**src/rtl/usart_rx.sv**
```systemverilog
// usart_rx: 8N1-style serial receiver with a first-word fall-through byte FIFO.
// The rx pin is synchronized, each frame is sampled at bit centres (start bit
// confirmed at half a bit, data and stop bits every full bit after that), and
// good bytes are queued for the host behind a valid/ready pop interface.
// Bad stop bits and bytes dropped on a full FIFO are flagged with single-cycle
// pulses.
module usart_rx #(
  parameter int CLK_FREQ    = 100000000,
  parameter int BAUD_RATE   = 115200,
  parameter int DATA_BIT    = 8,
  parameter int NUM_OF_BUFS = 16
) (
  input  logic                           clk,
  input  logic                           reset,
  input  logic                           rx,
  output logic [DATA_BIT-1:0]            rd_data,
  output logic                           rd_valid,
  input  logic                           rd_ready,
  output logic [$clog2(NUM_OF_BUFS):0]   count,
  output logic                           frame_err,
  output logic                           overrun
);

  // Clocks per bit and clocks to the middle of the start bit.
  localparam int N_CLK  = CLK_FREQ / BAUD_RATE;
  localparam int H_CLK  = N_CLK / 2;
  // Bit-timing counter: at least 12 bits, wider for slow baud rates.
  localparam int BCNT_W = ($clog2(N_CLK) > 12) ? $clog2(N_CLK) : 12;
  localparam int IDX_W  = (DATA_BIT > 1) ? $clog2(DATA_BIT) : 1;
  localparam int PTR_W  = $clog2(NUM_OF_BUFS);
  localparam int CNT_W  = PTR_W + 1;

  localparam logic [BCNT_W-1:0] BIT_LAST  = BCNT_W'(N_CLK - 1);
  localparam logic [BCNT_W-1:0] HALF_LAST = BCNT_W'(H_CLK - 1);
  localparam logic [IDX_W-1:0]  IDX_LAST  = IDX_W'(DATA_BIT - 1);
  localparam logic [CNT_W-1:0]  FULL_LVL  = CNT_W'(NUM_OF_BUFS);

  typedef enum logic [2:0] {
    S_IDLE,
    S_START,
    S_DATA,
    S_STOP,
    S_WAIT_HIGH
  } state_t;

  // Line synchronizer
  logic rx_meta;
  logic rx_s;

  // Frame receiver
  state_t              state, state_nxt;
  logic [BCNT_W-1:0]   bit_cnt, bit_cnt_nxt;
  logic [IDX_W-1:0]    bit_idx, bit_idx_nxt;
  logic [DATA_BIT-1:0] shift, shift_nxt;
  logic                push;
  logic                fe_set;
  logic                ov_set;

  // FIFO
  logic [DATA_BIT-1:0] mem [NUM_OF_BUFS];
  logic [PTR_W-1:0]    wr_ptr;
  logic [PTR_W-1:0]    rd_ptr;
  logic                pop;
  logic                full;

  assign pop  = rd_valid && rd_ready;
  assign full = (count == FULL_LVL);

  // Two-flop synchronizer for the asynchronous rx pin; idles at the line's mark level.
  always_ff @(posedge clk) begin
    if (reset) begin
      rx_meta <= 1'b1;
      rx_s    <= 1'b1;
    end else begin
      rx_meta <= rx;
      rx_s    <= rx_meta;
    end
  end

  // Receiver state, bit timing and shift register.
  always_ff @(posedge clk) begin
    if (reset) begin
      state   <= S_IDLE;
      bit_cnt <= '0;
      bit_idx <= '0;
      shift   <= '0;
    end else begin
      // NOTE: sequential state uses non-blocking assignments so every flop
      // samples the values from before this edge, regardless of statement order.
      state   <= state_nxt;
      bit_cnt <= bit_cnt_nxt;
      bit_idx <= bit_idx_nxt;
      shift   <= shift_nxt;
    end
  end

  // Next-state logic: sample points, push decision and error detection.
  always_comb begin
    // NOTE: every signal gets a default before the case so no path leaves one
    // unassigned, which would otherwise infer a latch.
    state_nxt   = state;
    bit_cnt_nxt = bit_cnt;
    bit_idx_nxt = bit_idx;
    shift_nxt   = shift;
    push        = 1'b0;
    fe_set      = 1'b0;
    ov_set      = 1'b0;

    case (state)
      S_IDLE: begin
        bit_cnt_nxt = '0;
        if (!rx_s) begin
          state_nxt = S_START;
        end
      end

      // Re-check the line half a bit in, so short glitches are not taken as frames.
      S_START: begin
        if (bit_cnt == HALF_LAST) begin
          bit_cnt_nxt = '0;
          bit_idx_nxt = '0;
          state_nxt   = rx_s ? S_IDLE : S_DATA;
        end else begin
          bit_cnt_nxt = bit_cnt + 1'b1;
        end
      end

      S_DATA: begin
        if (bit_cnt == BIT_LAST) begin
          bit_cnt_nxt        = '0;
          shift_nxt[bit_idx] = rx_s;
          if (bit_idx == IDX_LAST) begin
            state_nxt = S_STOP;
          end else begin
            bit_idx_nxt = bit_idx + 1'b1;
          end
        end else begin
          bit_cnt_nxt = bit_cnt + 1'b1;
        end
      end

      // Returning to IDLE in the middle of the stop bit lets the next start
      // edge be caught even when frames arrive with no idle gap.
      S_STOP: begin
        if (bit_cnt == BIT_LAST) begin
          bit_cnt_nxt = '0;
          if (rx_s) begin
            state_nxt = S_IDLE;
            if (!full || pop) begin
              push = 1'b1;
            end else begin
              ov_set = 1'b1;
            end
          end else begin
            fe_set    = 1'b1;
            state_nxt = S_WAIT_HIGH;
          end
        end else begin
          bit_cnt_nxt = bit_cnt + 1'b1;
        end
      end

      // A held-low line (break) reports one framing error, not a stream of them.
      S_WAIT_HIGH: begin
        bit_cnt_nxt = '0;
        if (rx_s) begin
          state_nxt = S_IDLE;
        end
      end

      default: begin
        state_nxt = S_IDLE;
      end
    endcase
  end

  // Error pulses, registered so they are clean single-cycle strobes.
  always_ff @(posedge clk) begin
    if (reset) begin
      frame_err <= 1'b0;
      overrun   <= 1'b0;
    end else begin
      frame_err <= fe_set;
      overrun   <= ov_set;
    end
  end

  // FIFO storage write.
  always_ff @(posedge clk) begin
    // NOTE: the storage array is deliberately not reset; emptiness is tracked
    // by the pointers and count, and leaving the array unreset lets it map to RAM.
    if (push) begin
      mem[wr_ptr] <= shift;
    end
  end

  // FIFO pointers and occupancy; a simultaneous push and pop leaves count unchanged.
  always_ff @(posedge clk) begin
    if (reset) begin
      wr_ptr <= '0;
      rd_ptr <= '0;
      count  <= '0;
    end else begin
      if (push) begin
        wr_ptr <= wr_ptr + 1'b1;
      end
      if (pop) begin
        rd_ptr <= rd_ptr + 1'b1;
      end
      case ({push, pop})
        2'b10:   count <= count + 1'b1;
        2'b01:   count <= count - 1'b1;
        default: count <= count;
      endcase
    end
  end

  // First-word fall-through head; forced to zero while empty.
  always_comb begin
    rd_valid = (count != '0);
    rd_data  = rd_valid ? mem[rd_ptr] : '0;
  end

endmodule

```
**config.mk**
```make
export PLATFORM = sky130hd
export DESIGN_NAME = usart_rx
export DESIGN_NICKNAME = d
export VERILOG_FILES = /design/src/rtl/usart_rx.sv
export SDC_FILE = /design/constraint.sdc
export NUM_CORES = 1
export LEC_CHECK = 0
export BUFFER_PORTS_ARGS = -buffer_cell sky130_fd_sc_hd__buf_2
export CAP_MARGIN = 0
export CORE_ASPECT_RATIO = 0.75
export CORE_MARGIN = 2
export CORE_UTILIZATION = 30
export DETAILED_ROUTE_END_ITERATION = 10
export HOLD_SLACK_MARGIN = 0.1
export PLACE_DENSITY = 0.41
export SETUP_SLACK_MARGIN = 0.1
export SYNTH_ARGS = -nofsm -noshare
export SYNTH_HDL_FRONTEND = slang
export SYNTH_SLANG_ARGS = --single-unit
```
**constraint.sdc**
```tcl
create_clock -name clk -period 4.55 [get_ports clk]
set_input_delay 0.455 -clock clk [delete_from_list [all_inputs] [get_ports clk]]
set_output_delay 0.455 -clock clk [all_outputs]
set_load 0.01 [all_outputs]
```
==> flow_summary.html <==
<table>
<tr><th>Metric</th><th>Value</th></tr>
<tr><th colspan="2">Status</th></tr>
<tr><td>Status</td><td>finished clean</td></tr>
<tr><th colspan="2">Detailed routing</th></tr>
<tr><td>Iteration-0 DRC count of the detailed router</td><td>358</td></tr>
<tr><td>Total detailed-routing wirelength</td><td>15600 microns</td></tr>
<tr><td>Per-cell via count in the routed design</td><td>4.80</td></tr>
<tr><td>Detailed-routing iteration count for the pre-antenna-repair pass</td><td>4</td></tr>
<tr><td>Detailed-route DRC error count</td><td>0</td></tr>
<tr><td>Vias</td><td>4028</td></tr>
<tr><td>Final antenna-violating net count</td><td>0</td></tr>
<tr><td>Average wire per cell in the routed design</td><td>18.6 microns</td></tr>
<tr><th colspan="2">Clocking</th></tr>
<tr><td>Post-CTS setup buffer count</td><td>0</td></tr>
<tr><td>Clk Latency, worst-skew pair</td><td>0.43 ns</td></tr>
<tr><td>Sink count of the clock tree</td><td>175</td></tr>
<tr><td>Number of gates resized after CTS</td><td>0</td></tr>
<tr><td>Largest buffer count on any clock path</td><td>2</td></tr>
<tr><td>Number of H-tree levels</td><td>4</td></tr>
<tr><td>Hold bufs inserted after CTS</td><td>0</td></tr>
<tr><td>CTS tree</td><td>done</td></tr>
<tr><td>Clock root cell</td><td>sky130_fd_sc_hd__clkbuf_16</td></tr>
<tr><td>Clock transition time at the flip-flop clock pins of the worst setup and hold paths</td><td>0.07 ns</td></tr>
<tr><td>Cts bufs inserted</td><td>17</td></tr>
<tr><th colspan="2">GRT</th></tr>
<tr><td>Aggregate global-route resource usage</td><td>13.0%</td></tr>
<tr><td>Via count of the first global-routing pass</td><td>4119</td></tr>
<tr><td>Largest net degree at the start of global routing</td><td>41</td></tr>
<tr><td>Global route total overflow</td><td>0</td></tr>
<tr><td>First-pass GRT wire length</td><td>24500 microns</td></tr>
<tr><td>Antenna violations before repair</td><td>0</td></tr>
<tr><th colspan="2">STA</th></tr>
<tr><td>Final sum of negative setup slack</td><td>0 ns</td></tr>
<tr><td>Final Hold Fails</td><td>0</td></tr>
<tr><td>Fraction of the cycle the final worst path needs</td><td>86.0%</td></tr>
<tr><td>Minimum setup slack in the final design</td><td>0.635 ns</td></tr>
<tr><td>Max Transition Viols Final</td><td>0</td></tr>
<tr><td>Relative slew margins</td><td>32.8%</td></tr>
<tr><td>Setup repair after global routing missed its margin</td><td>no</td></tr>
<tr><td>Post-layout minimum cycle time</td><td>3.91 ns</td></tr>
<tr><td>Maximum clock skew at final layout</td><td>0.00848 ns</td></tr>
<tr><td>Pin slew with the least headroom to its limit</td><td>1.00 ns</td></tr>
<tr><td>Final Setup Violations</td><td>0</td></tr>
<tr><td>Max Clock Freq</td><td>255 MHz</td></tr>
<tr><th colspan="2">Layout</th></tr>
<tr><td>Total area of multi-input combinational cells</td><td>2380 sq um</td></tr>
<tr><td>Nets</td><td>512</td></tr>
<tr><td>Syn-to-layout area delta</td><td>13.8%</td></tr>
<tr><td>Proportion of layout cells with a drive suffix above 1</td><td>19.8%</td></tr>
<tr><td>Number of antenna cells inserted</td><td>0</td></tr>
<tr><td>Count of filler cells inserted in the layout</td><td>2280</td></tr>
<tr><td>Area taken by flip-flops and latches</td><td>4790 sq um</td></tr>
<tr><th colspan="2">Synth</th></tr>
<tr><td>Netlist area before placement</td><td>7330 sq um</td></tr>
<tr><td>Share of synthesized flip-flops with an asynchronous set or reset</td><td>0%</td></tr>
<tr><td>Area share of the largest cell type after synthesis</td><td>52.5%</td></tr>
<tr><td>Largest area contributor in the synthesized netlist</td><td>sky130_fd_sc_hd__edfxtp_1</td></tr>
<tr><td>Proportion of synthesized chip area in sequential cells</td><td>65.3%</td></tr>
<tr><td>Number of flops mapped to enable cells by yosys</td><td>128</td></tr>
<tr><td>Post-synthesis area per instance</td><td>15.2 sq um</td></tr>
<tr><td>Net count after synthesis</td><td>498</td></tr>
<tr><td>Simple-gate share of the synthesized area</td><td>10.5%</td></tr>
<tr><td>Flop and latch count out of synthesis</td><td>175</td></tr>
<tr><td>Adder-cell share of the synthesized area</td><td>2.05%</td></tr>
<tr><td>Leading register cell type out of synthesis</td><td>sky130_fd_sc_hd__edfxtp_1</td></tr>
<tr><td>Cell types with the largest area share after synthesis</td><td>sky130_fd_sc_hd__edfxtp_1 52%, sky130_fd_sc_hd__dfxtp_1 13%, sky130_fd_sc_hd__mux4_2 9.8%</td></tr>
<tr><td>Netlist cell types</td><td>54</td></tr>
<tr><td>Multiplexer fraction of the synthesized cell area</td><td>14.0%</td></tr>
<tr><td>Share of the synthesized area in compound gates (AO/OA/AOI/OAI)</td><td>4.13%</td></tr>
<tr><td>Combinational family with the most area after synthesis</td><td>multiplexers</td></tr>
<tr><td>Area share of xor/xnor cells in the synthesized design</td><td>1.79%</td></tr>
<tr><td>Total of warnings raised by yosys</td><td>0</td></tr>
<tr><td>Post-Synthesis Cells</td><td>482</td></tr>
<tr><th colspan="2">Min path</th></tr>
<tr><td>Worst Hold Class</td><td>input port to register</td></tr>
<tr><td>Hold depth</td><td>2</td></tr>
<tr><th colspan="2">Worst setup path</th></tr>
<tr><td>Critical Path Sink Type</td><td>register</td></tr>
<tr><td>WP data required</td><td>4.87 ns</td></tr>
<tr><td>Critical Setup Path Class</td><td>register to register</td></tr>
<tr><td>Worst setup SP type</td><td>register</td></tr>
<tr><td>Arrival time of the worst setup path</td><td>4.23 ns</td></tr>
<tr><td>CP Max Fanout</td><td>19</td></tr>
<tr><td>R2R depth</td><td>12</td></tr>
<tr><th colspan="2">Power</th></tr>
<tr><td>Max VDD drop</td><td>0.000231 V</td></tr>
<tr><td>Static leakage power</td><td>3.03 nW</td></tr>
<tr><td>Total power of the final layout</td><td>3.17 mW</td></tr>
<tr><td>Power density of the placed cells</td><td>380 nW/um^2</td></tr>
<tr><th colspan="2">Floorplan</th></tr>
<tr><td>Effective utilization at floorplan</td><td>30.6%</td></tr>
<tr><td>Ports</td><td>20</td></tr>
<tr><td>Area of the placeable core</td><td>24000 sq um</td></tr>
<tr><td>Die W</td><td>184 microns</td></tr>
<tr><td>Total number of placement rows</td><td>49</td></tr>
<tr><td>Die area</td><td>25700 sq um</td></tr>
<tr><td>Die height</td><td>139 microns</td></tr>
<tr><th colspan="2">Flow run</th></tr>
<tr><td>Maximum capacitance violations</td><td>0</td></tr>
<tr><th colspan="2">Place</th></tr>
<tr><td>Post-Place Setup Slack</td><td>0.659 ns</td></tr>
<tr><td>Final weighted congestion of routability-driven global placement</td><td>0.728</td></tr>
<tr><td>Half-perimeter wire length after detailed placement</td><td>10200 microns</td></tr>
<tr><td>Count of input and output buffers</td><td>19</td></tr>
</table>
==> routing by layer <==
layer | vias to the layer above | share of wire, % | global-route usage, %
met5 | - | 0 | 0
met4 | 0 | 0.91 | 3.66
met3 | 12 | 3.5 | 3.40
met2 | 68 | 44 | 18.8
met1 | 2047 | 52 | 19.2
li1 | 1901 | - | -
==> registers in the layout, indices dropped and copies added (netlist names), 3 cells and up, named ones only <==
register and cells:
wr_ptr 4, bit_cnt 12, mem 128, bit_idx 3
rd_ptr 4, shift 8, count 5, state 3
==> cell usage after synthesis (all sizes together), types with 5 or more instances <==
library cell and n:
mux4 32, o22ai 9, nand2 6, a21oi 7, ha 12, dfxtp 47
mux2i 27, inv 14, nor3 16, or4 6, edfxtp 128, nor4 7
nand3 7, o21ai 9, and3 17, nor2 22, xnor2 7, xor2 8
clkbuf 19, buf 8, nand4 7, nor2b 5, nand2b 17
==> stage by stage <==
| stage | std cells | instance area (sq um) | util (%) | hold WS [ns] |
|---|---|---|---|---|
| after floorplan | 482 | 7330 | - | 0.389 |
| after global placement | 808 | 7750 | 32.3 | 0.405 |
| after detailed placement | 808 | 7750 | 32.3 | 0.401 |
| after CTS | 840 | 8340 | 34.8 | 0.199 |
| after global routing | 840 | 8340 | 34.8 | 0.200 |
| final | 840 | 8340 | 34.8 | 0.217 |
==> final timing paths <==
path | startpoint | slack (ns) | to
worst min-delay path | rx | 0.22 | rx_meta
worst max register to register | bit_cnt[11] | 0.64 | count[4]
worst min register to register | rx_meta | 0.41 | rx_s
worst max-delay path | bit_cnt[11] | 0.64 | count[4]
==> cell families after synthesis <==
kind of cell	count (synthesis)
adder cells (fa/ha/maj)	12
AND/OR/NAND/NOR	131
flip-flops	175
multiplexers	62
buffers and inverters	41
XOR/XNOR	15
AO/OA/AOI/OAI	46
==> layout make-up <==
class,count,share of cell area [%]
repair buffers,22,1.41
flip-flops and latches,175,57.4
clock inverters,15,1.95
multi-input cells,266,28.5
clock buffers,17,5.10
well taps,331,4.97
inverters,14,0.630
==> power breakdown <==
group / leakage [nW] / internal, mW / switching [mW]
registers: 1.87 / 1.69 / 0.00169
logic: 0.873 / 0.00614 / 0.0103
clock network: 0.285 / 0.817 / 0.647
total: 3.03 / 2.51 / 0.659
==> critical path: stages, from the launching register on <==
cell and delay (ns):
sky130_fd_sc_hd__dfxtp_1 0.32, sky130_fd_sc_hd__or4_1 0.65, sky130_fd_sc_hd__or4_4 0.65, sky130_fd_sc_hd__nor2_2 0.13, sky130_fd_sc_hd__buf_4 0.21, sky130_fd_sc_hd__inv_2 0.06, sky130_fd_sc_hd__ha_1 0.31, sky130_fd_sc_hd__xor2_1 0.17
sky130_fd_sc_hd__ha_1 0.23, sky130_fd_sc_hd__a21oi_1 0.09, sky130_fd_sc_hd__or3b_2 0.44, sky130_fd_sc_hd__a31oi_1 0.19, sky130_fd_sc_hd__mux2_2 0.35
==> cells in the final DEF (no fill, tap or decap), types with 4 or more instances in the layout <==
cell,count
sky130_fd_sc_hd__clkinv_4,5
sky130_fd_sc_hd__xnor2_1,7
sky130_fd_sc_hd__nor3_1,16
sky130_fd_sc_hd__buf_2,19
sky130_fd_sc_hd__nand3_1,7
sky130_fd_sc_hd__mux2i_1,27
sky130_fd_sc_hd__nor2_1,21
sky130_fd_sc_hd__nand2_1,6
sky130_fd_sc_hd__inv_1,13
sky130_fd_sc_hd__o21ai_0,6
sky130_fd_sc_hd__and3_1,17
sky130_fd_sc_hd__mux4_2,32
sky130_fd_sc_hd__or3_1,4
sky130_fd_sc_hd__dfxtp_1,45
sky130_fd_sc_hd__nand2b_1,17
sky130_fd_sc_hd__or4_1,5
sky130_fd_sc_hd__nand4_1,7
sky130_fd_sc_hd__o22ai_1,9
sky130_fd_sc_hd__nor4_1,6
sky130_fd_sc_hd__a21oi_1,7
sky130_fd_sc_hd__nor2b_1,5
sky130_fd_sc_hd__or2_2,4
sky130_fd_sc_hd__xor2_1,8
sky130_fd_sc_hd__ha_1,12
sky130_fd_sc_hd__clkbuf_16,17
sky130_fd_sc_hd__edfxtp_1,128
No activity file was read; power rests on OpenSTA's default activity.
